$ cat config.mk
export PLATFORM = sky130hd
export DESIGN_NAME = decoupled_req_fifo
export DESIGN_NICKNAME = d
export VERILOG_FILES = /design/src/rtl/decoupled_req_fifo.sv
export SDC_FILE = /design/constraint.sdc
export NUM_CORES = 1
export LEC_CHECK = 0
export BUFFER_PORTS_ARGS = -buffer_cell sky130_fd_sc_hd__buf_2
export CAP_MARGIN = 0
export CORE_MARGIN = 4
export CORE_UTILIZATION = 45
export CTS_CLUSTER_DIAMETER = 200
export DETAILED_ROUTE_END_ITERATION = 16
export PLACE_DENSITY = 0.65
export SETUP_SLACK_MARGIN = 0.2
export SYNTH_ARGS = -nofsm -noshare
export SYNTH_HDL_FRONTEND = slang
export SYNTH_SLANG_ARGS = --single-unit
$ cat constraint.sdc
create_clock -name clk -period 4 [get_ports clk]
set_clock_uncertainty 0.1 [all_clocks]
set_input_delay 0.4 -clock clk [delete_from_list [all_inputs] [get_ports clk]]
set_output_delay 0.4 -clock clk [all_outputs]
set_load 0.01 [all_outputs]
$ cat src/rtl/decoupled_req_fifo.sv
// Elastic per-requestor buffer upstream of the round-robin arbiter.
// Valid/ready on both sides, first-word-fall-through head, occupancy count.
module decoupled_req_fifo #(
  parameter int DATA_WIDTH   = 32,
  parameter int DEPTH        = 4,
  parameter int AFULL_THRESH = DEPTH - 1
) (
  input  logic                         clk,
  input  logic                         rst_n,
  input  logic                         in_valid,
  output logic                         in_ready,
  input  logic [DATA_WIDTH-1:0]        in_data,
  output logic                         out_valid,
  input  logic                         out_ready,
  output logic [DATA_WIDTH-1:0]        out_data,
  output logic [$clog2(DEPTH+1)-1:0]   count,
  output logic                         almost_full
);

  localparam int CW = $clog2(DEPTH + 1);
  localparam int PW = (DEPTH > 1) ? $clog2(DEPTH) : 1;

  logic [DATA_WIDTH-1:0] mem_q [DEPTH];
  logic [PW-1:0]         wr_ptr_q, wr_ptr_d;
  logic [PW-1:0]         rd_ptr_q, rd_ptr_d;
  logic [CW-1:0]         count_q, count_d;
  logic                  push, pop;

  // Flags come only from registered count, so out_ready never reaches in_ready.
  assign in_ready    = (count_q != CW'(DEPTH));
  assign out_valid   = (count_q != '0);
  assign push        = in_valid & in_ready;
  assign pop         = out_valid & out_ready;
  assign out_data    = mem_q[rd_ptr_q];
  assign count       = count_q;
  assign almost_full = (count_q >= CW'(AFULL_THRESH));

  always_comb begin
    wr_ptr_d = wr_ptr_q;
    rd_ptr_d = rd_ptr_q;
    count_d  = count_q;
    if (push) begin
      wr_ptr_d = (wr_ptr_q == PW'(DEPTH - 1)) ? '0 : wr_ptr_q + 1'b1;
    end
    if (pop) begin
      rd_ptr_d = (rd_ptr_q == PW'(DEPTH - 1)) ? '0 : rd_ptr_q + 1'b1;
    end
    case ({push, pop})
      2'b10:   count_d = count_q + 1'b1;
      2'b01:   count_d = count_q - 1'b1;
      default: count_d = count_q;
    endcase
  end

  always_ff @(posedge clk) begin
    if (!rst_n) begin
      wr_ptr_q <= '0;
      rd_ptr_q <= '0;
      count_q  <= '0;
    end else begin
      wr_ptr_q <= wr_ptr_d;
      rd_ptr_q <= rd_ptr_d;
      count_q  <= count_d;
    end
  end

  // Storage is deliberately not reset; writes are suppressed during reset.
  always_ff @(posedge clk) begin
    if (rst_n && push) begin
      mem_q[wr_ptr_q] <= in_data;
    end
  end

  a_count_max: assert property (@(posedge clk) disable iff (!rst_n)
    count_q <= CW'(DEPTH));

  a_no_empty_pop: assert property (@(posedge clk) disable iff (!rst_n)
    pop |-> (count_q != '0));

  a_head_stable: assert property (@(posedge clk) disable iff (!rst_n)
    (out_valid && !out_ready) |=> $stable(out_data));

endmodule

==> results.cfg, run 1 <==
[floorplan]
dieArea_um2 = 13120
coreArea_um2 = 10980
ios = 74
rows = 38
fp.dieW_um = 114.5
die_h_um = 114.5
start_util_pct = 46.50

[worst_setup_path]
path_class = flip-flop to output pin
required_ns = 3.50
end_kind = output pin
start_kind = flip-flop
cp_max_fo = 25
critical_path_arrival_ns = 2.34
r2r_start = count[2]$_SDFFE_PN0P_

[pwr]
power.leakage_nw = 2.137
ir_worst_vdd_v = 0.0003657
finalPower_w = 0.004000
p_per_area_nw_per_um2 = 643.4

[worst_hold_path]
hold_start = in_data[15]
holdCritPathClass = input port to flip-flop

[placement]
hpwl_um = 5140
io_buffer_count = 73
gp_congestion = 0.7073

[yosys]
syn_avg_cell_area_um2 = 22.80
ys_ff_latch = 137
yosysWarnings = 0
yosys.area.top_type = edfxtp_1
synthCells = 224
ys_seq_area_share_pct = 78.78
synthesis.area_um2 = 5107
synthesis.nets = 267
ys_top_cells_by_area = edfxtp_1, mux4_2, dfxtp_1
synth_top_area_share_pct = 75.26
synthDistinctLibCells = 27

[detailed_routing]
drt_iter0_drc = 159
vias = 2353
drt_pass1_iterations = 4
drt_wl_total_um = 8441
ant_nets = 0
wl_per_cell_um = 18.31
viasPerCell = 5.104
drc = 0

[timing]
final_max_slew_viol_count = 0
max_slew.worst_pin.slew_ns = 0.8974
timing.fmax_mhz = 352.3
period_share_pct = 70.96
max_slew_margin_pct = 40.17
setup_viol = 0
final_hold_viol_count = 0
rsz0062_at_grt = no
fin_tns_setup_ns = 0
post-route-min-period_ns = 2.839

[run]
max_cap_viol_count = 0

[clock_tree]
cts_root_buf = clkbuf_16
hold_buffers = 0
cts.sinks = 137
htreeDepth = 4
clk_latency_ns = 0.40
cts_tree = yes
numCtsBuffers = 17
clock_path_buffers = 2
cts_resized = 0
clk_pin_slew_ns = 0.06
post_cts_buffers = 0

[cells_and_area]
seqCellArea_um2 = 4026
syn_to_final_growth_pct = 21.73
fin_nets = 351
final_util_pct = 56.61
multi_input_area_um2 = 1016
fillers = 858
layout-drive-gt1-share_pct = 45.48
diodes = 0

[run_status]
outcome = completed

[global_routing]
grt_max_degree = 33
grt_pass1_wl_um = 13680
grt_use_total_pct = 14.16
antenna_found_initial = 0
grt_pass1_vias = 2579
overflow = 0
-- placed cells by master, fill, tap and decap left out, types with 2 or more instances in the layout --
master | synthesis | layout
and2_1 | 2 | 2
and3_2 | 0 | 4
buf_2 | 4 | 73
bufinv_16 | 0 | 3
clkbuf_1 | 1 | 3
clkbuf_16 | 0 | 17
clkinvlp_4 | 0 | 5
dfxtp_1 | 9 | 7
dfxtp_2 | 0 | 2
edfxtp_1 | 128 | 128
ha_1 | 6 | 6
inv_1 | 7 | 7
mux4_2 | 32 | 32
nand2_1 | 6 | 6
nand3_1 | 2 | 2
nor2_1 | 2 | 2
o21ai_0 | 4 | 4
or3_2 | 2 | 2
-- cell type report --
cell class | count | share of cell area (%)
repair buffers | 74 | 5.997
inverters | 7 | 0.4226
flip-flops and latches | 137 | 64.76
well taps | 140 | 2.817
multi-input cells | 71 | 16.34
clock inverters | 11 | 2.415
clock buffers | 21 | 7.245
-- stage by stage --
step | cell area, um2 | hold WS [ns] | setup slack (ns) | cells
finish | 6217 | 0.1094 | 1.162 | 461
CTS | 6217 | 0.09311 | 1.022 | 461
global route | 6217 | 0.09287 | 0.8994 | 461
global placement | 5617 | 0.3864 | 1.503 | 429
floorplan | 5107 | 0.3677 | 1.387 | 224
detailed placement | 5617 | 0.3920 | 1.413 | 429
-- per-layer routing --
layer  vias up  global-route usage, %  part of all wire [%]
li1       1094                      -                     -
met1      1184                  18.17                    42
met2        68                  22.27                    51
met3         7                  4.968                   6.7
met4         0                  5.463                  0.70
met5         -                      0                     0
-- power breakdown --
group	total [W]	internal [W]	switching, W	leakage (nW)
Clock	0.00154	0.000998	0.000541	0.276
Sequential	0.00179	0.00167	0.000120	1.24
Combinational	0.000670	0.000369	0.000301	0.624
Total	0.00400	0.00304	0.000962	2.14
-- critical path, cell delays in order (launching register included) --
cell and delay [ns]:
dfxtp_2 0.92, buf_4 0.35, mux4_2 0.51, buf_2 0.16
-- state kept, by name, summed over array words and instances (netlist names), named ones only --
register  flops
count         3
rd_ptr_q      2
wr_ptr_q      2
mem_q       128
-- cell usage after synthesis (all sizes together) --
library cell / instances
a21boi: 1
a21o: 1
and2: 3
and3: 4
buf: 8
clkbuf: 1
dfxtp: 9
edfxtp: 128
fa: 1
ha: 6
inv: 7
mux2i: 1
mux4: 32
nand2: 6
nand3: 2
nand4: 1
nor2: 2
o21ai: 5
o31ai: 1
or3: 2
or3b: 1
xnor2: 1
xor2: 1
-- path summary, 6_finish.rpt --
path	slack (ns)	depth (start not counted)	end
worst max-delay path	1.16	3	out_data[5]
worst min register to register	0.40	2	wr_ptr_q[1]$_SDFFE_PN0P_
worst min-delay path	0.11	1	mem_q[0][15]$_DFFE_PP_
worst max register to register	1.38	9	count[2]$_SDFFE_PN0P_
-- cells by family (layout without fill, tap and decap cells) --
| logic type | count (synthesis) | after routing | share of synthesized area [%] |
|---|---|---|---|
| flip-flops | 137 | 137 | 78.78 |
| multiplexers | 33 | 33 | 14.31 |
| AND/OR/NAND/NOR | 21 | 21 | 2.327 |
| buffers and inverters | 16 | 113 | 1.421 |
| AO/OA/AOI/OAI | 8 | 8 | 0.9555 |
| adder cells (fa/ha/maj) | 7 | 7 | 1.862 |
| XOR/XNOR | 2 | 2 | 0.3430 |
No activity file was read; power rests on OpenSTA's default activity.
==> inputs of run 2 (changes only) <==
Settings changed: PLACE_DENSITY 0.65 to 0.68.
Clock period 4 ns to 2.3 ns, I/O delays scaled along.
==> results.cfg, run 2 (synthesized netlist as in run 1, its figures left out) <==
[global_routing]
grt_use_total_pct = 14.52
overflow = 0
grt_pass1_wl_um = 13910
grt_max_degree = 33
antenna_found_initial = 0
grt_pass1_vias = 2620

[run_status]
outcome = completed

[detailed_routing]
routed-wl-met3_um = 452
highest_layer = met4
viasPerCell = 5.068
ant_nets = 0
wl_met1_um = 3626
vias = 2549
drt_iter0_drc = 98
drt_pass1_iterations = 4
drc = 0
drt_wl_total_um = 8859
met2WireLength_um = 4641
wl_per_cell_um = 17.61

[placement]
place_ws_ns = 0.02413
gp_congestion = 0.6822
hpwl_um = 4953
io_buffer_count = 73

[cells_and_area]
final_cell_mix = edfxtp_1, buf_2, dlygate4sd3_1
syn_to_final_growth_pct = 29.08
top_register = mem_q
fin_nets = 394
layout-drive-gt1-share_pct = 44.63
diodes = 0
largest_register_ffs = 128
fillers = 814
final_common_cell = edfxtp_1

[pwr]
power.leakage_nw = 2.307
ir_worst_vdd_v = 0.0006353
finalPower_w = 0.006816
p_int_w = 0.005068
switchingPower_w = 0.001748
switching_share_pct = 25.65
clock_power_share_pct = 34.1
pwr-share-comb_pct = 22.2
seqPwrFrac_pct = 43.7
p_per_area_nw_per_um2 = 1034

[worst_setup_path]
critical_path_arrival_ns = 2.42
required_ns = 2.54
cp_max_fo = 2
path_class = flip-flop to flip-flop
end_kind = flip-flop
start_kind = flip-flop

[timing]
rsz0062_at_grt = yes
timing.fmax_mhz = 459.8
max_slew.worst_pin.slew_ns = 0.8882
hold_ws_ns = 0.09658
final_max_slew_viol_count = 0
final_hold_viol_count = 0
period_share_pct = 94.56
worst_slack_ns = 0.1252
post-route-min-period_ns = 2.175
max_slew_margin_pct = 40.79
setup_viol = 0

[clock_tree]
clk_latency_ns = 0.40
cts_root_buf = clkbuf_16
cts.sinks = 137
cts_tree = yes
htreeDepth = 4
numCtsBuffers = 17
clock_path_buffers = 2
clk_pin_slew_ns = 0.06

[floorplan]
ios = 74
rows = 38
coreArea_um2 = 10980
die_h_um = 114.5
dieArea_um2 = 13120
start_util_pct = 46.50
fp.dieW_um = 114.5

[run]
max_cap_viol_count = 0

[worst_hold_path]
holdCritPathClass = input port to flip-flop
[run 2: changes by cell type in the layout (fill, tap and decap cells not counted), sizes merged, moves of 3 or more]
cell	delta
dlygate4sd3	+33
buf	+10
clkinvlp	-3
clkinv	+7
bufinv	-3
clkbuf	-3
[run 2: critical path, stage by stage, from the launching register on]
cell and delay (ns):
dfxtp_4 0.34, or3b_4 0.37, and2_4 0.18, inv_4 0.05, ha_4 0.13, inv_2 0.03
fa_2 0.32, xor2_1 0.15, or3_4 0.33, a21boi_2 0.11
[run 2: what timing repair did]
item	in CTS	in global routing
endpoints found under the setup margin	8	137
hold endpoints to repair	129	0
hold buffers	33	0
pin swaps	5	1
resized for setup	0	3
setup buffers	5	0
[run 2: final timing paths]
| check | from | endpoint | slack, ns | depth (start not counted) |
|---|---|---|---|---|
| worst min register to register | wr_ptr_q[1]$_SDFFE_PN0P_ | wr_ptr_q[1]$_SDFFE_PN0P_ | 0.41 | 2 |
| worst min-delay path | rst_n | wr_ptr_q[0]$_SDFFE_PN0P_ | 0.1 | 3 |
| worst max-delay path | count[2]$_SDFFE_PN0P_ | count[2]$_SDFFE_PN0P_ | 0.13 | 9 |
| worst max register to register | count[2]$_SDFFE_PN0P_ | count[2]$_SDFFE_PN0P_ | 0.13 | 9 |
[run 2: per-stage QoR]
step           utilization, %  instance area (um2)  setup TNS [ns]  std cells
2_1_floorplan               -                 5137        -0.04031        224
3_3_place_gp            51.94                 5704               0        434
3_5_place_dp            51.94                 5704               0        434
4_1_cts                 59.93                 6583               0        503
5_1_grt                 60.03                 6593               0        503
6_report                60.03                 6593               0        503
[run 2: cell type report]
type                       instances  area (um2)  area share [%]
sequential                       137        4033           61.17
timing repair buffer             117       807.0           12.24
clock buffer                      18       429.2           6.510
clock inverter                    13       81.33           1.234
tap                              140       175.2           2.657
multi-input combinational         71        1039           15.75
inverter                           7       28.78          0.4365
[run 2: per-layer routing]
| metal | vias up | GRT usage [%] |
|---|---|---|
| met1 | 1296 | 17.91 |
| met4 | 0 | 5.226 |
| met5 | - | 0 |
| met3 | 12 | 4.545 |
| met2 | 64 | 24.21 |
| li1 | 1177 | - |
[run 2: power groups by stage]
stage / Clock [W] / Sequential (W) / Combinational (W)
final: 0.00233 / 0.00298 / 0.00151
after global routing: 0.00250 / 0.00299 / 0.00166
after CTS: 0.00239 / 0.00298 / 0.00154
after detailed placement: 0 / 0.00304 / 0.00145
after global placement: 0 / 0.00303 / 0.00144
after floorplan: 0 / 0.00303 / 0.000929
==> inputs of run 3 (changes only) <==
Settings changed: SETUP_SLACK_MARGIN 0.2 to unset.
==> results.cfg, run 3 (synthesized netlist as in run 1, its figures left out) <==
[run_status]
outcome = completed

[run]
max_cap_viol_count = 0

[worst_hold_path]
holdCritPathClass = input port to flip-flop

[pwr]
finalPower_w = 0.006977
p_per_area_nw_per_um2 = 1052
power.leakage_nw = 2.304
ir_worst_vdd_v = 0.0005483

[clock_tree]
cts.sinks = 137
cts_root_buf = clkbuf_16
numCtsBuffers = 17
clk_pin_slew_ns = 0.06
clk_latency_ns = 0.41
clock_path_buffers = 2
htreeDepth = 4
cts_tree = yes

[worst_setup_path]
crit_buf_inv = 2
cp_cell_sequence = or3b_4 -> and2_4 -> inv_2 -> ha_4 -> inv_2 -> fa_2 -> xor2_1 -> or3_4 -> a21boi_2
start_kind = flip-flop
critical_path_arrival_ns = 2.47
path_class = flip-flop to flip-flop
required_ns = 2.54
crit_family = simple AND/OR/NAND/NOR gates
cp_max_fo = 6
critPathMostFrequentCell = inv_2
end_kind = flip-flop
cpMaxStageDelayCell = or3b_4
cp_slowest_stage_delay_ns = 0.39

[floorplan]
rows = 38
start_util_pct = 46.50
fp.dieW_um = 114.5
coreArea_um2 = 10980
die_h_um = 114.5
ios = 74
dieArea_um2 = 13120

[detailed_routing]
drt_wl_total_um = 8935
wl_per_cell_um = 17.80
drt_iter0_drc = 173
vias = 2522
drc = 0
ant_nets = 0
viasPerCell = 5.024
drt_pass1_iterations = 4

[timing]
timing.fmax_mhz = 448.0
max_slew_margin_pct = 40.80
period_share_pct = 97.06
hold_ws_ns = 0.09524
fin_tns_setup_ns = 0
final_max_slew_viol_count = 0
max_slew.worst_pin.slew_ns = 0.8880
rsz0062_at_grt = yes
final_hold_viol_count = 0
post-route-min-period_ns = 2.232
setup_viol = 0

[global_routing]
overflow = 0
grt_max_degree = 33
grt_pass1_wl_um = 13840
grt_use_total_pct = 14.52
antenna_found_initial = 0
grt_pass1_vias = 2667

[cells_and_area]
final_common_cell = edfxtp_1
final_area_um2 = 6630
final_util_pct = 60.37
fin_nets = 392
layout-drive-gt1-share_pct = 45.58
top_register = mem_q
syn_to_final_growth_pct = 29.81
final_cell_mix = edfxtp_1, buf_2, dlygate4sd3_1
largest_register_ffs = 128
diodes = 0

[placement]
gp_congestion = 0.7363
io_buffer_count = 73
hpwl_um = 5070
placed_cell_area_um2 = 5724
run 3: cell types whose count changed in the layout (fill, tap and decap cells not counted), sizes merged:
cell,before,now
clkinvlp,2,7
clkinv,9,5
buf,84,82
bufinv,0,1
clkbuf,18,17
run 3: power by group:
group	leakage [nW]	internal [W]	switching [W]	total, W
sequential	1.24	0.00292	0.0000970	0.00301
clock	0.253	0.00148	0.00101	0.00249
combinational	0.812	0.000798	0.000678	0.00148
run 3: area by class of cell:
cell class / instances / area (um2)
Clock buffer: 17 / 425.4
Fill cell: 791 / 4353
Timing Repair Buffer: 115 / 800.8
Inverter: 7 / 26.28
Tap cell: 140 / 175.2
Clock inverter: 15 / 128.9
Sequential cell: 137 / 4035
Multi-Input combinational cell: 71 / 1039
run 3: final timing paths:
path | from | endpoint | slack [ns] | cells after the start
worst max register to register | count[1]$_SDFFE_PN0P_ | count[2]$_SDFFE_PN0P_ | 0.07 | 9
worst min register to register | wr_ptr_q[1]$_SDFFE_PN0P_ | wr_ptr_q[1]$_SDFFE_PN0P_ | 0.41 | 2
worst max-delay path | count[1]$_SDFFE_PN0P_ | count[2]$_SDFFE_PN0P_ | 0.07 | 9
worst min-delay path | rst_n | wr_ptr_q[0]$_SDFFE_PN0P_ | 0.1 | 3
run 3: per-stage QoR:
step                setup WS, ns  std cells
finish                   0.06770        502
global route          -0.0002778        502
CTS                      0.03106        500
detailed placement       0.04885        435
global placement         0.09071        435
floorplan               -0.04051        224
run 3: metal layers:
layer / share of wire [%] / track usage, %
met1: 42 / 17.61
met2: 52 / 24.18
met3: 4.6 / 3.911
met4: 0.93 / 6.888
met5: 0 / 0
run 3: what timing repair did:
item                                    in CTS  in global routing
endpoints found under the setup margin       0                  2
endpoints found under the hold margin      129                  0
hold buffers                                33                  0
setup buffers                                0                  2
resized for setup                            0                  2
run 3: worst reg2reg max path, delay by kind of cell (launching register included):
kind | cells | cell delay, ns
AOI/OAI and AO/OA | 1 | 0.12
and+or+nand+nor | 3 | 0.89
DFF | 1 | 0.32
buffers and inverters | 2 | 0.10
xor gates and xnor gates | 1 | 0.17
adders and majority gates | 2 | 0.47
